==> src/rtl/hazard_fwd_unit.sv <==
// hazard_fwd_unit
// Hazard detection and operand-forwarding control for the 5-stage RV32I pipe.
// A small tag pipeline (EX, MEM, WB) mirrors the register usage of the
// instructions in flight. It drives the EX operand-mux selects, the one-cycle
// load-use stall and the flush bubble.
// Optional build macro: HAZ_STATS_EN enables a saturating stall-cycle counter
// on stall_count. Without it, stall_count is tied to zero.
module hazard_fwd_unit #(
  parameter int REG_AW      = 5,
  parameter int STALL_CNT_W = 16
) (
  input  logic                   clk,
  input  logic                   rst_n,
  input  logic                   id_valid,
  input  logic [REG_AW-1:0]      id_rs1,
  input  logic [REG_AW-1:0]      id_rs2,
  input  logic                   id_rs1_used,
  input  logic                   id_rs2_used,
  input  logic [REG_AW-1:0]      id_rd,
  input  logic                   id_regwrite,
  input  logic                   id_memread,
  input  logic                   flush,
  output logic                   stall,
  output logic [1:0]             fwd_a_sel,
  output logic [1:0]             fwd_b_sel,
  output logic                   ex_valid,
  output logic [STALL_CNT_W-1:0] stall_count
);

  typedef struct packed {
    logic              valid;
    logic [REG_AW-1:0] rs1;
    logic [REG_AW-1:0] rs2;
    logic              rs1_used;
    logic              rs2_used;
    logic [REG_AW-1:0] rd;
    logic              regwrite;
    logic              memread;
  } tag_t;

  // Operand-mux select encodings.
  localparam logic [1:0] SEL_RF  = 2'b00;
  localparam logic [1:0] SEL_WB  = 2'b01;
  localparam logic [1:0] SEL_MEM = 2'b10;

  tag_t id_tag;
  tag_t ex_q, ex_d;
  tag_t mem_q, mem_d;
  tag_t wb_q, wb_d;

  assign id_tag = '{valid:    1'b1,
                    rs1:      id_rs1,
                    rs2:      id_rs2,
                    rs1_used: id_rs1_used,
                    rs2_used: id_rs2_used,
                    rd:       id_rd,
                    regwrite: id_regwrite,
                    memread:  id_memread};

  assign ex_valid = ex_q.valid;

  // Load-use detection: a load in EX whose rd is read by the instruction in ID.
  // A taken branch in EX kills ID, so flush suppresses the stall.
  always_comb begin
    stall = 1'b0;
    if (!flush && id_valid && ex_q.valid && ex_q.memread && ex_q.regwrite &&
        (ex_q.rd != '0)) begin
      stall = (id_rs1_used && (id_rs1 == ex_q.rd)) ||
              (id_rs2_used && (id_rs2 == ex_q.rd));
    end
  end

  // Next tag state: ID enters EX unless it is stalled, flushed or empty. The
  // older stages always advance, so a flushing branch still moves on to MEM.
  always_comb begin
    // NOTE: combinational blocks use blocking '=' and assign a default first,
    // so every path drives the signal and no latch is inferred.
    ex_d  = '0;
    mem_d = ex_q;
    wb_d  = mem_q;
    if (id_valid && !stall && !flush) begin
      ex_d = id_tag;
    end
  end

  // Tag pipeline registers. Reset drops every in-flight tag without a clock.
  always_ff @(posedge clk or negedge rst_n) begin
    // NOTE: sequential state uses non-blocking '<=' so all stages update
    // from the pre-edge values. The async reset clears each stage completely.
    if (!rst_n) begin
      ex_q  <= '0;
      mem_q <= '0;
      wb_q  <= '0;
    end else begin
      ex_q  <= ex_d;
      mem_q <= mem_d;
      wb_q  <= wb_d;
    end
  end

  // Forwarding selects. The MEM ALU result is the youngest value, so it has
  // priority. A load in MEM has no data yet and is never a source. x0 never
  // forwards.
  always_comb begin
    fwd_a_sel = SEL_RF;
    fwd_b_sel = SEL_RF;
    if (mem_q.valid && mem_q.regwrite && !mem_q.memread && (mem_q.rd != '0) &&
        ex_q.rs1_used && (mem_q.rd == ex_q.rs1)) begin
      fwd_a_sel = SEL_MEM;
    end else if (wb_q.valid && wb_q.regwrite && (wb_q.rd != '0) &&
                 ex_q.rs1_used && (wb_q.rd == ex_q.rs1)) begin
      fwd_a_sel = SEL_WB;
    end
    if (mem_q.valid && mem_q.regwrite && !mem_q.memread && (mem_q.rd != '0) &&
        ex_q.rs2_used && (mem_q.rd == ex_q.rs2)) begin
      fwd_b_sel = SEL_MEM;
    end else if (wb_q.valid && wb_q.regwrite && (wb_q.rd != '0) &&
                 ex_q.rs2_used && (wb_q.rd == ex_q.rs2)) begin
      fwd_b_sel = SEL_WB;
    end
  end

  // The WB entry only needs its destination fields. Its source fields are
  // carried for uniformity and are otherwise unused.
  logic unused_wb_bits;
  assign unused_wb_bits = ^{wb_q.rs1, wb_q.rs2, wb_q.rs1_used, wb_q.rs2_used,
                            wb_q.memread};

`ifdef HAZ_STATS_EN
  logic [STALL_CNT_W-1:0] stall_count_q, stall_count_d;

  // Saturating count of stall cycles.
  always_comb begin
    stall_count_d = stall_count_q;
    if (stall && (stall_count_q != '1)) begin
      stall_count_d = stall_count_q + STALL_CNT_W'(1);
    end
  end

  // Stall counter register, cleared by reset.
  always_ff @(posedge clk or negedge rst_n) begin
    if (!rst_n) begin
      stall_count_q <= '0;
    end else begin
      stall_count_q <= stall_count_d;
    end
  end

  assign stall_count = stall_count_q;
`else
  assign stall_count = '0;
`endif

endmodule
==> config.mk <==
export PLATFORM = sky130hd
export DESIGN_NAME = hazard_fwd_unit
export DESIGN_NICKNAME = d
export VERILOG_FILES = /design/src/rtl/hazard_fwd_unit.sv
export SDC_FILE = /design/constraint.sdc
export NUM_CORES = 1
export LEC_CHECK = 0
export CORE_AREA = 2 2 45 89
export DETAILED_ROUTE_END_ITERATION = 12
export DIE_AREA = 0 0 47 91
export PLACE_DENSITY = 0.85
export SYNTH_ARGS = -nofsm -noshare
export SYNTH_HDL_FRONTEND = slang
export SYNTH_SLANG_ARGS = --single-unit
==> constraint.sdc <==
create_clock -name clk -period 2.2 [get_ports clk]
set_input_delay 0.33 -clock clk [delete_from_list [all_inputs] [get_ports clk]]
set_output_delay 0.33 -clock clk [all_outputs]
set_load 0.01 [all_outputs]
# --- Word-level counts from Yosys, hierarchy flattened ---
# Index checks and enable logic that the tools add are counted.
word_totals:
  reg_bits: 35
  latch_bits: 0
  mem_bits_rw: 0
  rom_bits: 0
  input_bits: 23
  output_inout_bits: 22
  wordCells: 56
  memories: 0
classes:
  addsub: 0
  n_mul: 0
  div_mod_pow: 0
  n_lt_le_gt_ge: 0
  n_eq_ne: 6
  shift: 0
  muxes: 6
  bitwise: 0
  n_reduce_logical: 29
ops:
  columns: ["operator", "n"]
  rows:
  - ["$eq A5 B5 Y1", 6]
  - ["$logic_and A1 B1 Y1", 22]
  - ["$mux W20", 1]
  - ["$reduce_bool A5 Y1", 3]
  - ["$mux W2", 2]
  - ["$logic_not A1 Y1", 3]
  - ["$mux W1", 3]
  - ["$logic_or A1 B1 Y1", 1]

# --- Logic depth before layout (Yosys ltp) ---
logic_depth:
  ltp_word: 11
  ltp_mapped: 5
  depth_no_buf: 4

# --- Worst setup path before layout ---
# Ideal clock, no wire load.
synth_timing:
  kind: "flip-flop to output port"
  from: "register mem_q[3] in the netlist's numbering"
  to: "output port fwd_b_sel[0]"
  arrival_time_ns: 1.494
  required_ns: 1.870
  path_slack_ns: 0.376
  path_stages_with_launch: 5
  path_cell_list: "dfrtp_1 or4_1 o2111ai_2 nor3_1 nor3_2"
synth_via:
  elab_chain_len: 5
synth_rtl:
  columns: ["element", "line", "source"]
  rows:
  - ["start: declaration", "48", "tag_t mem_q, mem_d;"]
  - ["start signal: assignment", "96", "mem_q <= mem_d;"]
  - ["$reduce_bool A5 Y1", "114", "if (mem_q.valid && mem_q.regwrite && !mem_q.memread && (mem_q.rd != '0) &&"]
  - ["$logic_and A1 B1 Y1 (2 in series)", "114", null]
  - ["$logic_and A1 B1 Y1 (*)", "115", "ex_q.rs2_used && (mem_q.rd == ex_q.rs2)) begin"]
  - ["$mux W2 (*)", "114", null]
  - ["end: declaration", "25", "output logic [1:0] fwd_b_sel,"]
# Every way passes the cells marked *; elsewhere a longest branch is shown, timed or not.

# --- Final worst setup path ---
layout_timing:
  from: "register mem_q[4] in the netlist's numbering"
  to: "output port fwd_b_sel[1]"
# The elaborated chain is that of the path after synthesis.

==> run_results.csv <==
group,metric,value,unit
placement,placedInstanceArea,0.00198,mm²
floorplan,rows,31,
sta,setup_viol,0,
synth,synth_area_leader_cell,"dfrtp_1",
pwr,p_clk_frac,0.407,
outcome,status,"finished clean",
floorplan,pin_count,45,
setup_path,cpMostUsedCell,"buf_6",
clock_tree,cts_tree,"yes",
clock_tree,cts_buffers,5,
synth,yosysUniqueCellTypes,22,
synth,syn-instance-count,155,
grt,antenna_found_initial,0,
drt,num_vias,1179,
sta,fin_crit_sh,0.993,
synth,yosysSeqAreaShare,0.537,
pwr,pwr-share-comb,0.118,
finish,postLayoutCellArea,0.00215,mm²
pwr,swShare,0.229,
setup_path,crit_chain,"or4_4, o2111ai_4, buf_6, nor3_2, buf_4, buf_6",
finish,antenna_cells,0,
drt,wirelength,3270,µm
finish,mostFrequentLayoutCells,"dfrtp_1, nand2_1, clkdlybuf4s50_1, xnor2_1, a21oi_1",
drt,routedLengthMet1,1070,µm
grt,grt_pass1_vias,1217,
pwr,power.leakage,0.990,nW
drt,wl_met2,1870,µm
pwr,intPower,1.12,mW
pwr,seqPwrFrac,0.475,
drt,drc,0,
setup_path,cp.required,1.87,ns
clock_tree,clock_latency,0.29,ns
pwr,power.total,1.46,mW
floorplan,coreArea,0.00357,mm²
finish,area_growth,31.7,%
synth,yosys-top-cells-area,"dfrtp_1, xnor2_1, buf_4, a21oi_1, nand2_1",
clock_tree,clk_pin_slew,0.06,ns
hold_path,hold_class,"reg2reg",
clock_tree,ctsHoldBuffers,0,
grt,grt_max_degree,36,
setup_path,cp_slowest_stage_delay,0.55,ns
clock_tree,htree_num_levels,2,
sta,drv_slew,0,
finish,drive_above_1_share,0.170,
sta,whs,0.375,ns
placement,gp_congestion,0.880,
drt,first_iter_violations,38,
sta,tns,0,ns
placement,port_buffers,28,
placement,dp.cells,238,
grt,globalRoute.totalOverflow,0,
run,drv_cap,0,
grt,grt_pass1_wl,5400,µm
finish,final-instance-count-excl-fill,249,
finish,final_nets,222,
synth,syn_avg_cell_area,10.5,µm²
clock_tree,cts_sinks,35,
sta,fmax,458,MHz
floorplan,fp.dieH,91,µm
synth,ys_seq_elements,35,
clock_tree,root_buffer,"clkbuf_8",
pwr,p_switching,333,µW
drt,routedWlPerCell,13.1,µm
sta,finalWorstPathRequiredPeriod,2.18,ns
finish,final_common_cell,"dfrtp_1",
drt,antenna_left,0,
clock_tree,ctsLongestPathBuffers,2,
synth,ys_warn_count,0,
sta,skew,0.00449,ns
setup_path,endpoint_kind,"output port",
grt,grtUsageTotal,0.182,
floorplan,dieWidth,47,µm
sta,grt_setup_unrepaired,"true",
pwr,irDropWorstVdd,0.000713,V
setup_path,startpoint_type,"flip-flop",
sta,hold_viol_final,0,
drt,via_per_inst,4.73,
drt,highest_layer,"met4",
setup_path,cp_slowest_cell,"or4_4",
drt,met3_length,137,µm
synth,synth_top_area_share,0.537,
pwr,powerDensity,678,mW/mm²
setup_path,worstPathMaxFanout,2,
setup_path,rrSetupSlack,0.70,ns
setup_path,cp_data_arrival_time,1.85,ns
drt,dr.pass1.iters,3,
floorplan,dieArea,0.00428,mm²
setup_path,critical_path_class,"reg2out",
placement,hpwl,2490,µm
synth,syn-cell-area,0.00163,mm²
floorplan,start_util,0.457,
-- state kept, by name, summed over array words and instances (netlist names) --
signal / flops
ex_q: 19
ex_valid: 1
mem_q: 8
wb_q: 7
-- worst max-delay path, delay by kind of cell (launching register included) --
kind	cells	cell delay (ns)
compound gates	1	0.23
buf+inv	3	0.37
simple gates	2	0.59
flops	1	0.38
-- power by group through the flow --
| stage | Clock (mW) | Combinational (mW) | Sequential [mW] |
|---|---|---|---|
| after global placement | 0 | 0.163 | 0.702 |
| after global routing | 0.636 | 0.192 | 0.694 |
| after floorplan | 0 | 0.101 | 0.700 |
| after CTS | 0.605 | 0.172 | 0.692 |
| after detailed placement | 0 | 0.166 | 0.703 |
| final | 0.593 | 0.172 | 0.692 |
-- layer usage --
layer / up-vias / GRT usage
met2: 41 / 0.297
met5: - / 0
met3: 15 / 0.0437
met1: 551 / 0.185
li1: 572 / -
met4: 0 / 0.132
-- cells by family (layout without fill, tap and decap cells) --
| logic type | Yosys count | in the layout | share of synthesized area |
|---|---|---|---|
| AND/OR/NAND/NOR | 42 | 42 | 0.127 |
| flip-flops | 35 | 35 | 0.537 |
| XOR/XNOR | 30 | 30 | 0.161 |
| AO/OA/AOI/OAI | 24 | 24 | 0.0836 |
| buffers and inverters | 23 | 53 | 0.0897 |
| other | 1 | 16 | 0.00230 |
-- cell usage after synthesis, drive strengths merged --
master,count
a21boi,1
a21oi,20
and2,1
buf,16
clkbuf,6
conb,1
dfrtp,35
inv,1
nand2,23
nand3,2
nand4,5
nor2,1
nor2b,1
nor3,5
nor4,2
o2111ai,1
o211ai,1
o22ai,1
or4,2
xnor2,22
xor2,8
-- repair_timing --
action                                  in CTS  in global routing
endpoints found under the setup margin       5                  4
endpoints found under the hold margin        0                  0
pin swaps                                    4                  1
setup buffers                                2                  1
resized for setup                           25                  0
-- metrics by stage --
step,worst slack [ns],util
after floorplan,0.376,-
after global placement,-0.134,0.556
after detailed placement,-0.103,0.556
after CTS,-0.00554,0.600
after global routing,-0.0631,0.602
final,0.0158,0.602
-- layout make-up --
class                   count  area [µm²]
clock buffers               6        82.6
clock inverters             2        35.0
fillers                   310        1420
inverters                   1        3.75
multi-input cells         112         691
flip-flops and latches     35         876
well taps                  49        61.3
repair buffers             44         399
-- worst paths after layout --
check | start | end | cells after the start
min reg2reg | ex_q[1]$_DFF_PN0_ | mem_q[1]$_DFF_PN0_ | 0
max reg2reg | ex_q[4]$_DFF_PN0_ | ex_valid$_DFF_PN0_ | 5
max in group asynchronous | rst_n | ex_q[15]$_DFF_PN0_ | 2
max | mem_q[4]$_DFF_PN0_ | fwd_b_sel[1] | 6
min in group asynchronous | rst_n | wb_q[2]$_DFF_PN0_ | 2
min | ex_q[1]$_DFF_PN0_ | mem_q[1]$_DFF_PN0_ | 0
Power figures use the tool's default switching activity.
